## src/rtl/img_mem_reader_if.sv

```systemverilog
// Handshake bundle for img_mem_reader: address stream in, RAM read port, pixel stream out.
// The slave modport is the reader's view; the master modport is the surrounding system's view.
interface img_mem_reader_if #(
  parameter int W_ADDR = 12,
  parameter int W_DATA = 8
);
  logic              addr_valid;
  logic              addr_ready;
  logic [W_ADDR-1:0] addr;
  logic              mem_rd_en;
  logic [W_ADDR-1:0] mem_rd_addr;
  logic [W_DATA-1:0] mem_rd_data;
  logic              dout_valid;
  logic              dout_ready;
  logic [W_DATA-1:0] dout_data;

  modport slave (
    input  addr_valid, addr, mem_rd_data, dout_ready,
    output addr_ready, mem_rd_en, mem_rd_addr, dout_valid, dout_data
  );

  modport master (
    output addr_valid, addr, mem_rd_data, dout_ready,
    input  addr_ready, mem_rd_en, mem_rd_addr, dout_valid, dout_data
  );
endinterface

```

## src/rtl/img_mem_reader.sv

```systemverilog
// Read adapter from a pixel address stream to a fixed-latency image RAM, with a credit-guarded
// return FIFO so downstream backpressure never has to stall the RAM.
module img_mem_reader #(
  parameter int W_DATA     = 8,
  parameter int IMG_WIDTH  = 41,
  parameter int IMG_HEIGHT = 50,
  parameter int RD_LATENCY = 2,
  parameter int FIFO_DEPTH = 4
) (
  input  logic                clk,
  input  logic                rst,
  img_mem_reader_if.slave     bus,
  output logic                err_oob
);
  localparam int N_PIX  = IMG_WIDTH * IMG_HEIGHT;
  localparam int W_ADDR = $clog2(N_PIX);
  localparam int W_CNT  = $clog2(FIFO_DEPTH + 1);
  localparam int W_PTR  = (FIFO_DEPTH > 1) ? $clog2(FIFO_DEPTH) : 1;

  generate
    if (RD_LATENCY < 1) begin : g_lat_check
      $error("img_mem_reader: RD_LATENCY must be >= 1");
    end
    if (FIFO_DEPTH < RD_LATENCY + 2) begin : g_depth_check
      $error("img_mem_reader: FIFO_DEPTH must be >= RD_LATENCY+2");
    end
  endgenerate

  function automatic logic [W_PTR-1:0] next_ptr(input logic [W_PTR-1:0] p);
    return (p == W_PTR'(FIFO_DEPTH - 1)) ? '0 : p + W_PTR'(1);
  endfunction

  logic                  acc;
  logic                  in_range;
  logic                  wr;
  logic                  pop;
  logic [W_DATA-1:0]     wr_data;
  logic [RD_LATENCY-1:0] vld_p, vld_nxt;
  logic [RD_LATENCY-1:0] oob_p, oob_nxt;
  logic [W_CNT-1:0]      inflight;
  logic [W_CNT-1:0]      count;
  logic [W_CNT:0]        credit_used;
  logic [W_PTR-1:0]      wr_ptr;
  logic [W_PTR-1:0]      rd_ptr;
  logic [W_ADDR-1:0]     last_addr;
  logic [W_DATA-1:0]     fifo_mem [FIFO_DEPTH];

  // Accept stage: credits come from registers only, so addr_ready never sees dout_ready
  assign credit_used    = {1'b0, inflight} + {1'b0, count};
  assign bus.addr_ready = credit_used < (W_CNT + 1)'(FIFO_DEPTH);
  assign in_range       = {1'b0, bus.addr} < (W_ADDR + 1)'(N_PIX);
  assign acc            = bus.addr_valid & bus.addr_ready;
  assign bus.mem_rd_en  = acc & in_range;
  assign bus.mem_rd_addr = bus.addr_valid ? bus.addr : last_addr;

  always_comb begin
    vld_nxt    = vld_p << 1;
    oob_nxt    = oob_p << 1;
    vld_nxt[0] = acc;
    oob_nxt[0] = acc & ~in_range;
  end

  // Return stage: the slot leaving the pipe lines up with the RAM data for that request
  assign wr      = vld_p[RD_LATENCY-1];
  assign wr_data = oob_p[RD_LATENCY-1] ? '0 : bus.mem_rd_data;

  // Output stage: data is gated so an empty FIFO always presents zero
  assign bus.dout_valid = (count != '0);
  assign bus.dout_data  = bus.dout_valid ? fifo_mem[rd_ptr] : '0;
  assign pop            = bus.dout_valid & bus.dout_ready;

  always_ff @(posedge clk or negedge rst) begin
    if (!rst) begin
      vld_p     <= '0;
      oob_p     <= '0;
      inflight  <= '0;
      count     <= '0;
      wr_ptr    <= '0;
      rd_ptr    <= '0;
      last_addr <= '0;
      err_oob   <= 1'b0;
    end else begin
      vld_p <= vld_nxt;
      oob_p <= oob_nxt;
      if (acc && !wr) begin
        inflight <= inflight + W_CNT'(1);
      end else if (wr && !acc) begin
        inflight <= inflight - W_CNT'(1);
      end
      if (wr && !pop) begin
        count <= count + W_CNT'(1);
      end else if (pop && !wr) begin
        count <= count - W_CNT'(1);
      end
      if (wr) begin
        wr_ptr <= next_ptr(wr_ptr);
      end
      if (pop) begin
        rd_ptr <= next_ptr(rd_ptr);
      end
      if (bus.addr_valid) begin
        last_addr <= bus.addr;
      end
      if (acc && !in_range) begin
        err_oob <= 1'b1;
      end
    end
  end

  always_ff @(posedge clk) begin
    if (wr) begin
      fifo_mem[wr_ptr] <= wr_data;
    end
  end

  wr_never_full: assert property (@(posedge clk) disable iff (!rst)
    !(wr && (count == W_CNT'(FIFO_DEPTH))));

endmodule
```

## src/flat_wrapper.sv

```systemverilog
// flat-port wrapper written by rule: the top's interface ports become plain ports
module img_mem_reader_flat 
#(
  parameter int W_DATA     = 8,
  parameter int IMG_WIDTH  = 41,
  parameter int IMG_HEIGHT = 50,
  parameter int RD_LATENCY = 2,
  parameter int FIFO_DEPTH = 4
)
  (clk, rst, err_oob, bus_addr_valid, bus_addr, bus_mem_rd_data, bus_dout_ready, bus_addr_ready, bus_mem_rd_en, bus_mem_rd_addr, bus_dout_valid, bus_dout_data);
  img_mem_reader_if #(.W_DATA(W_DATA)) bus_i ();
  input  logic clk;
  input  logic rst;
  output logic err_oob;
  input wire logic [$bits(bus_i.addr_valid)-1:0] bus_addr_valid;
  input wire logic [$bits(bus_i.addr)-1:0] bus_addr;
  input wire logic [$bits(bus_i.mem_rd_data)-1:0] bus_mem_rd_data;
  input wire logic [$bits(bus_i.dout_ready)-1:0] bus_dout_ready;
  output wire logic [$bits(bus_i.addr_ready)-1:0] bus_addr_ready;
  output wire logic [$bits(bus_i.mem_rd_en)-1:0] bus_mem_rd_en;
  output wire logic [$bits(bus_i.mem_rd_addr)-1:0] bus_mem_rd_addr;
  output wire logic [$bits(bus_i.dout_valid)-1:0] bus_dout_valid;
  output wire logic [$bits(bus_i.dout_data)-1:0] bus_dout_data;
  assign bus_i.addr_valid = bus_addr_valid;
  assign bus_i.addr = bus_addr;
  assign bus_i.mem_rd_data = bus_mem_rd_data;
  assign bus_i.dout_ready = bus_dout_ready;
  assign bus_addr_ready = bus_i.addr_ready;
  assign bus_mem_rd_en = bus_i.mem_rd_en;
  assign bus_mem_rd_addr = bus_i.mem_rd_addr;
  assign bus_dout_valid = bus_i.dout_valid;
  assign bus_dout_data = bus_i.dout_data;
  img_mem_reader #(.W_DATA(W_DATA), .IMG_WIDTH(IMG_WIDTH), .IMG_HEIGHT(IMG_HEIGHT), .RD_LATENCY(RD_LATENCY), .FIFO_DEPTH(FIFO_DEPTH)) u_core (.clk(clk), .rst(rst), .bus(bus_i), .err_oob(err_oob));
endmodule
```

## config.mk

```make
export PLATFORM = sky130hd
export DESIGN_NAME = img_mem_reader_flat
export DESIGN_NICKNAME = d
export VERILOG_FILES = /design/src/rtl/img_mem_reader_if.sv /design/src/rtl/img_mem_reader.sv /design/src/flat_wrapper.sv
export SDC_FILE = /design/constraint.sdc
export NUM_CORES = 1
export LEC_CHECK = 0
export ABC_AREA = 1
export BUFFER_PORTS_ARGS = -buffer_cell sky130_fd_sc_hd__clkbuf_2
export CORE_MARGIN = 8
export CORE_UTILIZATION = 45
export CTS_BUF_LIST = sky130_fd_sc_hd__clkbuf_4 sky130_fd_sc_hd__clkbuf_8 sky130_fd_sc_hd__clkbuf_16
export DETAILED_ROUTE_END_ITERATION = 10
export PLACE_DENSITY = 0.74
export SYNTH_ARGS = -nofsm -noshare
export SYNTH_HDL_FRONTEND = slang
export SYNTH_SLANG_ARGS = --single-unit
```

## constraint.sdc

```tcl
create_clock -name clk -period 2.1 [get_ports clk]
set_clock_uncertainty 0.1 [all_clocks]
set_input_delay 0.525 -clock clk [delete_from_list [all_inputs] [get_ports clk]]
set_output_delay 0.525 -clock clk [all_outputs]
set_load 0.01 [all_outputs]
```

After elaboration in Yosys (flattened, before gate mapping). Memory sizes are Yosys's and may differ from the RTL's. Cells that the tools add are included.

Register bits after elaboration: 27. Memories kept: 1. Word-level logic and storage cells: 48. Memory bits (writable): 32.

Equality and inequality tests: 2. Reduce and logical (&&, ||, !) cells: 12. Bitwise gates (word level): 5. Add/sub/neg operators: 7. Multiplexer cells: 11. $lt $le $gt $ge: 2.

Memories: u_core.fifo_mem (words 4, bits a word 8, read ports 1, clocked after Yosys merged registers in 0, write ports 1, line img_mem_reader.sv:46) `logic [W_DATA-1:0] fifo_mem [FIFO_DEPTH];`.

Operators with widths (number): two-way mux 8 bit (2); < comparator 12 bit, second input constant (1); two-way mux 12 bit (1); two-way mux 3 bit (4); adder 3 x 1 -> 3 bit, second input constant (2); subtractor 3 x 1 -> 3 bit, second input constant (2); logical AND 1 bit (5); adder 2 x 1 -> 2 bit, second input constant (2); adder 3 x 3 -> 4 bit (1); AND 1 bit (4); equality test 2 bit, second input constant (2); zero test 1 bit (4); < comparator 4 x 3 -> 1 bit, second input constant (1); two-way mux 2 bit (2); nonzero test 2 bit (2); nonzero test 3 bit (1); two-way mux 1 bit (2); inverter 1 bit (1).

Longest topological paths before layout.
Depth after elaboration: 7. Mapped depth: 10.

Least setup slack after synthesis. No wires, ideal clock.

Path type: register to register. Start: register u_core.count[1]. End: register u_core.inflight[2]. Setup slack: -0.040 ns. Path buffers: 0. Arrival time: 1.916 ns. Period minus slack after synthesis: 2.140 ns. Cell stages (with the launch flop): 11. Data required time: 1.876 ns. Path through: dfrtp_1 -> ha_1 -> nand3_1 -> nand3_1 -> nor2_4 -> ha_1 -> inv_1 -> fa_1 -> a21oi_1 -> o21ai_0 -> xnor2_1.

Cells in the longest elaborated chain, start to end: 6. Elaborated cells between the ends (all ways): 8. Classes of those cells: 1 x add/sub; 1 x order compare; 1 x mux; 1 x bitwise; 4 x reduce/logical.

Ends and longest elaborated chain: start, declared (line img_mem_reader.sv:41) `logic [W_CNT-1:0] count;`; start signal, assigned (line img_mem_reader.sv:91) `count <= count + W_CNT'(1);`; start signal, assigned (line img_mem_reader.sv:93) `count <= count - W_CNT'(1);`; adder 3 x 3 -> 4 bit (*) (line img_mem_reader.sv:49) `assign credit_used = {1'b0, inflight} + {1'b0, count};`; < comparator 4 x 3 -> 1 bit (*) (line img_mem_reader.sv:50) `assign bus.addr_ready = credit_used < (W_CNT + 1)'(FIFO_DEPTH);`; AND 1 bit (*) (line img_mem_reader.sv:52) `assign acc = bus.addr_valid & bus.addr_ready;`; net u_core.acc (line img_mem_reader.sv:33) `logic acc;`; zero test 1 bit (line img_mem_reader.sv:87) `end else if (wr && !acc) begin`; logical AND 1 bit (line img_mem_reader.sv:87); nonzero test 2 bit (no line); end signal, assigned (line img_mem_reader.sv:86) `inflight <= inflight + W_CNT'(1);`; end signal, assigned (line img_mem_reader.sv:88) `inflight <= inflight - W_CNT'(1);`; end, declared (line img_mem_reader.sv:40) `logic [W_CNT-1:0] inflight;`.

The timed path passes the listed nets; every way through them passes the cells marked *. A chain may end at the register's enable or synchronous reset.

Worst setup path in the final report.
Start: register u_core.inflight[1]. End: output port bus_mem_rd_en.

Cells in the longest elaborated chain, start to end: 4.

Ends and longest elaborated chain: adder 3 x 3 -> 4 bit (line img_mem_reader.sv:49); < comparator 4 x 3 -> 1 bit (line img_mem_reader.sv:50); AND 1 bit (line img_mem_reader.sv:52); net u_core.acc (line img_mem_reader.sv:33); AND 1 bit (line img_mem_reader.sv:53) `assign bus.mem_rd_en = acc & in_range;`; end, declared (line flat_wrapper.sv:20) `output wire logic [$bits(bus_i.mem_rd_en)-1:0] bus_mem_rd_en;`.

The timed path passes the listed nets, and every way through them passes these cells.

==> results.json <==
{
  "yosys.area_share.simple": 0.1389,
  "die_area_sq_um": 8476,
  "p_leak_nw": 1.571,
  "r2r_end": "u_core.inflight[1]",
  "dr.pass1.iters": 4,
  "rr_startpoint": "u_core.inflight[1]",
  "rsz0062_at_grt": "yes",
  "cts_max_level": 3,
  "place_area_sq_um": 2944,
  "cts_root_buf": "clkbuf_8",
  "wirelength_microns": 5354,
  "violations": "setup timing",
  "synth.area.mux_share": 0.008650,
  "slowest_delay_ns": 0.39,
  "startpoint_type": "flop",
  "critPathArrivalTime_ns": 1.69,
  "clock-sinks": 59,
  "status": "complete, but fails checks",
  "maxCapViolCount": 0,
  "crit_path_start": "u_core.inflight[1]",
  "drc_errors": 0,
  "placed_cells": 370,
  "r2r_cells": 10,
  "cp.required_ns": 1.47,
  "synth-xor-area-share": 0.01346,
  "drt_iter0_drc": 91,
  "netlist-cell-type-count": 20,
  "cts_tree": "yes",
  "peakVddDrop_mv": 0.5888,
  "area_growth_pct": 29.70,
  "hold_viol": 0,
  "antenna_left": 0,
  "cp_num_buf_inv": 3,
  "grt_usage": 0.1312,
  "insertion_delay_ns": 0.33,
  "grt_max_degree": 28,
  "antenna_cells": 0,
  "setup_violations": 5,
  "grt_overflow": 0,
  "synth_fp_nets": 282,
  "final_layout_size_suffix_gt1_frac": 0.3457,
  "routedWlPerCell_microns": 13.52,
  "die_x_microns": 92.07,
  "n_fill_cell": 439,
  "rows": 27,
  "grt_pass1_wl_microns": 8735,
  "hold_path_class": "in -> async",
  "yosysTopAreaCellShare": 0.3691,
  "ios": 48,
  "synth-seq-cells": 59,
  "drv_slew": 0,
  "yosysTopAreaCell": "edfxtp_1",
  "fmax_mhz": 431.4,
  "fin_crit_ns": 2.318,
  "synth_area_leaders": "edfxtp_1, dfrtp_1, nor2_1",
  "synth_top_family_by_area": "simple AND/OR/NAND/NOR gates",
  "critPathSlowestCell": "dfrtp_1",
  "synth.yosys.seq_area_share": 0.6285,
  "setup.worst_path.class": "reg -> out",
  "vias": 1852,
  "critical_path.cell_chain": "ha_1 -> nand3_2 -> nand3_4 -> nor2_4 -> buf_6 -> inv_2 -> a21oi_2 -> buf_2",
  "cts_hold_buf": 0,
  "antenna_found_initial": 0,
  "setup.worst_path.end_class": "primary output",
  "initial_core_util": 0.4700,
  "cts_buffers": 9,
  "tightest_slew_ns": 0.6792,
  "powerDensity_nw_per_um2": 1426,
  "stdcell_count": 396,
  "avgSynthCellArea_sq_um": 10.54,
  "layout_commonest_cell": "nor2_1",
  "die_h_microns": 92.07,
  "synth_cells": 247,
  "clk_path_buf_depth": 2,
  "period_share": 1.104,
  "fin_area_sq_um": 3377,
  "layout.nets": 354,
  "portBuffers": 47,
  "yosysWarnings": 0,
  "worst-r2r-setup-slack_ns": -0.17,
  "endpoint": "bus_mem_rd_en",
  "cpLargestDelayFamily": "flip-flops",
  "relSlewSlack": 0.5472,
  "vias_per_cell": 4.677,
  "synth_area_sq_um": 2604,
  "final_cell_mix": "nor2_1, nand2_1, clkbuf_2, edfxtp_1, inv_1",
  "grt_pass1_vias": 1960,
  "synth_compound_area_frac": 0.07641,
  "setup_slack_ns": -0.2182,
  "place_hpwl_microns": 3636,
  "crit_cells": 8,
  "core_sq_um": 5540,
  "crit_fanout": 2,
  "clk_pin_slew_worst_paths_ns": 0.07,
  "routabilityCongestion": 0.7329,
  "synth_adder_area_share": 0.05863
}
-- area by class of cell --
cell class                 count  area [sq um]  area share
multi-input combinational    148         842.1      0.2494
tap                           72         90.09     0.02668
timing repair buffer          68         425.4      0.1260
clock buffer                   9         123.9     0.03668
inverter                      33         131.4     0.03890
sequential                    59          1639      0.4854
clock inverter                 7         125.1     0.03705
-- worst min path at each step --
stage                     depth (start not counted)  slack [ns]       startpoint               end
final                                             1        0.11              rst  u_core.rd_ptr[0]
after global routing                              1        0.16              rst  u_core.rd_ptr[0]
after CTS                                         1        0.12              rst  u_core.rd_ptr[0]
after detailed placement                          0        0.24  u_core.vld_p[0]   u_core.vld_p[1]
after global placement                            0        0.23  u_core.oob_p[0]   u_core.oob_p[1]
after floorplan                                   0        0.13              rst   u_core.count[0]
-- Yosys cell counts, drive strengths merged --
library cell,number
nor2,50
nand2,39
inv,33
edfxtp,32
dfrtp,27
o21ai,26
a21oi,13
ha,9
buf,5
xnor2,4
nand3,3
clkbuf,2
fa,2
mux2,2
-- report_power, final --
| group | leakage, nW | total (W) | internal (W) | switching, W |
|---|---|---|---|---|
| combinational | 0.832 | 0.00193 | 0.000923 | 0.00101 |
| clock | 0.124 | 0.00126 | 0.000797 | 0.000465 |
| sequential | 0.615 | 0.00162 | 0.00146 | 0.000165 |
| total | 1.57 | 0.00481 | 0.00318 | 0.00164 |
-- cells by family (layout without fill, tap and decap cells) --
| group | after synthesis | in the layout |
|---|---|---|
| AO/OA/AOI/OAI | 39 | 39 |
| XOR/XNOR | 4 | 4 |
| adder cells (fa/ha/maj) | 11 | 11 |
| buffers and inverters | 40 | 117 |
| flip-flops | 59 | 59 |
| multiplexers | 2 | 2 |
| AND/OR/NAND/NOR | 92 | 92 |
-- flip-flops by register name (all words and copies together) (netlist names) --
name	count
u_core.rd_ptr	2
u_core.count	3
u_core.err_oob	1
u_core.inflight	3
u_core.fifo_mem	32
u_core.vld_p	2
u_core.last_addr	12
u_core.wr_ptr	2
u_core.oob_p	2
-- metal layers --
metal  vias up  wire length [microns]  track usage  share of wire
li1        942                      -            -              -
met1       856                   2340       0.1508           0.44
met2        43                   2614       0.2116           0.49
met3        11                    291      0.05134          0.054
met4         0                    108      0.05906          0.020
met5         -                      0            0              0
-- through the flow --
| step | worst slack [ns] | total power [W] | hold WS [ns] | util | TNS, ns |
|---|---|---|---|---|---|
| 6_report | -0.2182 | 0.004815 | 0.1083 | 0.6095 | -0.6733 |
| 5_1_grt | -0.3308 | 0.005135 | 0.1644 | 0.6095 | -1.333 |
| 4_1_cts | -0.2649 | 0.004538 | 0.1244 | 0.5858 | -0.7915 |
| 3_5_place_dp | -0.03148 | 0.003134 | 0.2402 | 0.5314 | -0.03148 |
| 3_3_place_gp | 0.02486 | 0.003076 | 0.2344 | 0.5314 | 0 |
| 2_1_floorplan | 0.006523 | 0.002663 | 0.1294 | - | 0 |
-- worst reg2reg max path, delay by kind of cell, from the launching register on --
family                     cells  cell delay [ns]
DFF                            1             0.39
and+or+nand+nor                3             0.25
muxes                          1             0.27
buffers and inverters          3             0.29
adders and majority gates      3             0.87
-- what timing repair did --
action / CTS / global route
pin swaps: 6 / 15
buffers inserted: 4 / 6
resized for setup: 10 / 43
gates cloned: 0 / 1
endpoints found under the setup margin: 10 / 14
Power figures use the tool's default switching activity.
